$ cat src/rtl/regfile_dump.sv
// rtl/regfile_dump.sv - debug read-out engine streaming a register-file address range
// Walks a spare combinational read port over [first_addr..last_addr] (wrapping) and emits (addr, data) words.
module regfile_dump #(
  parameter int DATA_W = 32,
  parameter int ADDR_W = 5
) (
  input  logic              clk,
  input  logic              rst_n,
  input  logic              start,
  input  logic [ADDR_W-1:0] first_addr,
  input  logic [ADDR_W-1:0] last_addr,
  input  logic              abort,
  output logic [ADDR_W-1:0] rf_ra,
  input  logic [DATA_W-1:0] rf_rd,
  output logic              out_valid,
  input  logic              out_ready,
  output logic [ADDR_W-1:0] out_addr,
  output logic [DATA_W-1:0] out_data,
  output logic              busy,
  output logic              done
);

  typedef enum logic [1:0] {
    S_IDLE  = 2'd0,
    S_RUN   = 2'd1,
    S_DRAIN = 2'd2,
    S_DONE  = 2'd3
  } state_t;

  localparam logic [ADDR_W:0] ONE = (ADDR_W+1)'(1);

  state_t            state_q;
  logic [ADDR_W-1:0] ptr_q;
  logic [ADDR_W:0]   remaining_q;
  logic [ADDR_W-1:0] rf_ra_q;
  logic              out_valid_q;
  logic [ADDR_W-1:0] out_addr_q;
  logic [DATA_W-1:0] out_data_q;
  logic              busy_q;
  logic              done_q;

  // Span wraps modulo the file depth, so first > last walks through the top entry back to 0.
  logic [ADDR_W-1:0] span;
  logic [ADDR_W:0]   count;
  logic              load;

  assign span  = last_addr - first_addr;
  assign count = {1'b0, span} + ONE;
  assign load  = !out_valid_q || out_ready;

  always_ff @(posedge clk or negedge rst_n) begin
    if (!rst_n) begin
      state_q     <= S_IDLE;
      ptr_q       <= '0;
      remaining_q <= '0;
      rf_ra_q     <= '0;
      out_valid_q <= 1'b0;
      out_addr_q  <= '0;
      out_data_q  <= '0;
      busy_q      <= 1'b0;
      done_q      <= 1'b0;
    end else begin
      done_q <= 1'b0;
      if (state_q != S_IDLE && abort) begin
        state_q     <= S_IDLE;
        out_valid_q <= 1'b0;
        busy_q      <= 1'b0;
        rf_ra_q     <= '0;
      end else begin
        case (state_q)
          S_IDLE: begin
            if (start && !abort) begin
              ptr_q       <= first_addr;
              remaining_q <= count;
              rf_ra_q     <= first_addr;
              busy_q      <= 1'b1;
              state_q     <= S_RUN;
            end
          end
          S_RUN: begin
            if (load) begin
              out_data_q  <= rf_rd;
              out_addr_q  <= ptr_q;
              out_valid_q <= 1'b1;
              ptr_q       <= ptr_q + 1'b1;
              remaining_q <= remaining_q - ONE;
              if (remaining_q == ONE) begin
                rf_ra_q <= '0;
                state_q <= S_DRAIN;
              end else begin
                rf_ra_q <= ptr_q + 1'b1;
              end
            end
          end
          S_DRAIN: begin
            if (out_ready) begin
              out_valid_q <= 1'b0;
              done_q      <= 1'b1;
              state_q     <= S_DONE;
            end
          end
          S_DONE: begin
            busy_q  <= 1'b0;
            state_q <= S_IDLE;
          end
          default: state_q <= S_IDLE;
        endcase
      end
    end
  end

  assign rf_ra     = rf_ra_q;
  assign out_valid = out_valid_q;
  assign out_addr  = out_addr_q;
  assign out_data  = out_data_q;
  assign busy      = busy_q;
  assign done      = done_q;

endmodule

$ cat config.mk
export PLATFORM = sky130hd
export DESIGN_NAME = regfile_dump
export DESIGN_NICKNAME = d
export VERILOG_FILES = /design/src/rtl/regfile_dump.sv
export SDC_FILE = /design/constraint.sdc
export NUM_CORES = 1
export LEC_CHECK = 0
export ABC_AREA = 1
export BUFFER_PORTS_ARGS = -buffer_cell sky130_fd_sc_hd__buf_2
export CAP_MARGIN = 5
export CORE_MARGIN = 1.5
export CORE_UTILIZATION = 55
export DETAILED_ROUTE_END_ITERATION = 16
export GPL_ROUTABILITY_DRIVEN = 0
export PLACE_DENSITY = 0.85
export SLEW_MARGIN = 20
export SYNTH_ARGS = -nofsm -noshare
export SYNTH_HDL_FRONTEND = slang
export SYNTH_SLANG_ARGS = --single-unit
$ cat constraint.sdc
create_clock -name clk -period 4.2 [get_ports clk]
set_input_delay 0.21 -clock clk [delete_from_list [all_inputs] [get_ports clk]]
set_output_delay 0.21 -clock clk [all_outputs]
set_load 0.05 [all_outputs]
==> out/qor.csv <==
metric,value,unit
status,"finished, final reports clean",
ys_seq_elements,58,
grt_pass1_vias,2292,
post_drt_via_cell_ratio,5.19,
relSlewSlack,0.450,
firstDrtPassIters,4,
cts_tree,done,
crit_slowest_cell,ha_1,
path_buf_inv,2,
synth-simple-area-share,0.156,
cpPeakStageDelay,0.60,ns
synthMuxAreaShare,0.155,
vdd_drop_max,0.553,mV
clock_skew,0.0125,ns
boundaryPins,92,
rows,26,
cts_num_sinks,58,
htreeDepth,3,
p_leak,0.00205,uW
dpl.hpwl,4940,um
critPathKind,register to register,
die-area,6010,um2
critPathTopFamily,adder cells,
drtAntennaViolNets,0,
regArea,1450,um2
max_cap_violations,0,
synth_compound_area_frac,0.0889,
hold_viol,0,
synthAdderAreaFrac,0.0557,
final_nets,451,
wl_per_cell,14.8,um
core,5240,um2
dieWidth,77.5,um
clk_latency,0.34,ns
antenna_found_initial,0,
netlist_area,3050,um2
grt_max_degree,59,
cts_root_buffer,clkbuf_8,
layout-drive-gt1-share,0.392,
setup_viol,0,
path_clk_slew,0.06,ns
ys_warn_count,0,
cp_cell_sequence,inv_1 > ha_1 > o211ai_4 > buf_4 > mux2_4,
vias,2413,
synth_ff_type,dfrtp_1,
finalCritPeriodShare,0.580,
clock_path_buffers,2,
synth_nets,355,
n_fill_cell,395,
drv_slew,0,
drt_iter0_drc,199,
gr-usage-all-layers,0.254,
cts-buffers-inserted,9,
cp-end-kind,register,
synth_area_per_cell,10.3,um2
hold_buffers,0,
synth_edf_count,0,
tightest_slew,0.822,ns
start_util,0.583,
synthXorXnorAreaFrac,0,
die_y,77.5,um
startpoint_type,register,
fmax,411,MHz
reg2reg_from,state_q[1],
fin_crit,2.44,ns
crit_fanout,23,
hp-class,primary input to async pin,
drc,0,
grt_first_pass_wirelength,11500,um
antenna-diode-count,0,
numPortBuffers,91,
postCtsSetupBuffers,0,
ff2ff_path_depth,5,
p_per_area,951,nW/um2
multi_input_area,1390,um2
fin_setup_tns,0,ns
overflow,0,
synthToLayoutAreaGrowth,22.2,%
worstPathArrival,2.64,ns
utilization,0.712,
r2r_slack,1.76,ns
worstPathRequired,4.41,ns
synth_top_family_by_area,simple AND/OR/NAND/NOR gates,
wl,6900,um
synth_cells,295,
cts-resized-gates,0,
reg2reg_to,out_data[3],
ys_types,33,
rsz0062_at_grt,false,
ys_async_sr_fraction,1.00,
ys_seq_area_frac,0.475,
[power breakdown]
group / internal [uW] / total (uW) / switching (uW)
Combinational: 666 / 2060 / 1400
Clock: 273 / 479 / 206
Sequential: 834 / 1000 / 168
Total: 1770 / 3550 / 1770
[cells in the mapped netlist, types with 3 or more instances]
cell type,count,area share
nand2_1,46,0.057
o21ai_0,29,0.048
nor2_1,14,0.017
dfrtp_1,58,0.48
buf_6,5,0.018
inv_2,3,0.0037
nand4_1,4,0.0082
nand3_1,25,0.041
inv_1,31,0.038
a21oi_1,13,0.021
mux2_4,30,0.15
ha_1,12,0.049
[area by class of cell]
cell class,instances,share of cell area
Sequential cell,58,0.389
Multi-Input combinational cell,193,0.373
Timing Repair Buffer,93,0.126
Clock buffer,13,0.0480
Inverter,36,0.0376
Tap cell,70,0.0235
Clock inverter,2,0.00268
[how the worst max path moves through the flow]
| stage | cells past startpoint | slack, ns | startpoint | end |
|---|---|---|---|---|
| floorplan | 4 | 2.51 | out_valid | out_data[0] |
| global placement | 5 | 1.88 | state_q[1] | out_data[11] |
| detailed placement | 5 | 1.81 | state_q[1] | out_data[30] |
| CTS | 5 | 1.76 | state_q[1] | out_data[3] |
| global route | 5 | 1.62 | state_q[1] | out_data[3] |
| finish | 5 | 1.76 | state_q[1] | out_data[3] |
[sequential cells by signal, indices dropped and copies added (netlist names)]
signal	cells
out_addr	5
out_data	32
busy	1
remaining_q	6
done	1
ptr_q	5
rf_ra	5
out_valid	1
state_q	2
[kinds of logic (layout without fill, tap and decap cells)]
group,after synthesis,count (layout)
compound gates,49,49
fa+ha+maj,13,13
buf+inv,44,144
flops,58,58
mux,32,32
simple gates,99,99
[placed cells by master (no fill, tap or decap), drive strengths merged]
master / count
buf: 93
dfrtp: 58
nand2: 48
inv: 36
mux2: 32
o21ai: 31
nand3: 27
nor2: 17
a21oi: 14
clkbuf: 13
ha: 12
nand4: 4
clkinv: 2
o211ai: 2
nand3b: 1
or2: 1
a22oi: 1
nor3: 1
o22ai: 1
fa: 1
[metal layers]
metal | up-vias | wire, um | track usage | part of all wire
li1 | 1176 | - | - | -
met2 | 98 | 3220 | 0.399 | 0.47
met3 | 11 | 444 | 0.0541 | 0.064
met4 | 0 | 85 | 0.0927 | 0.012
met1 | 1128 | 3150 | 0.347 | 0.46
met5 | - | 0 | 0 | 0
[per-stage QoR]
stage / power [uW] / worst slack, ns / instances / hold slack, ns / cell area [um2]
floorplan: 2650 / 2.51 / 295 / -0.0856 / 3050
global placement: 2990 / 1.88 / 450 / 0.390 / 3540
global route: 3760 / 1.62 / 465 / 0.0803 / 3730
finish: 3550 / 1.76 / 465 / 0.00630 / 3730
CTS: 3560 / 1.76 / 465 / 0.0364 / 3730
detailed placement: 3050 / 1.81 / 450 / 0.399 / 3540
Note: power is estimated with default switching activity, not from simulation.
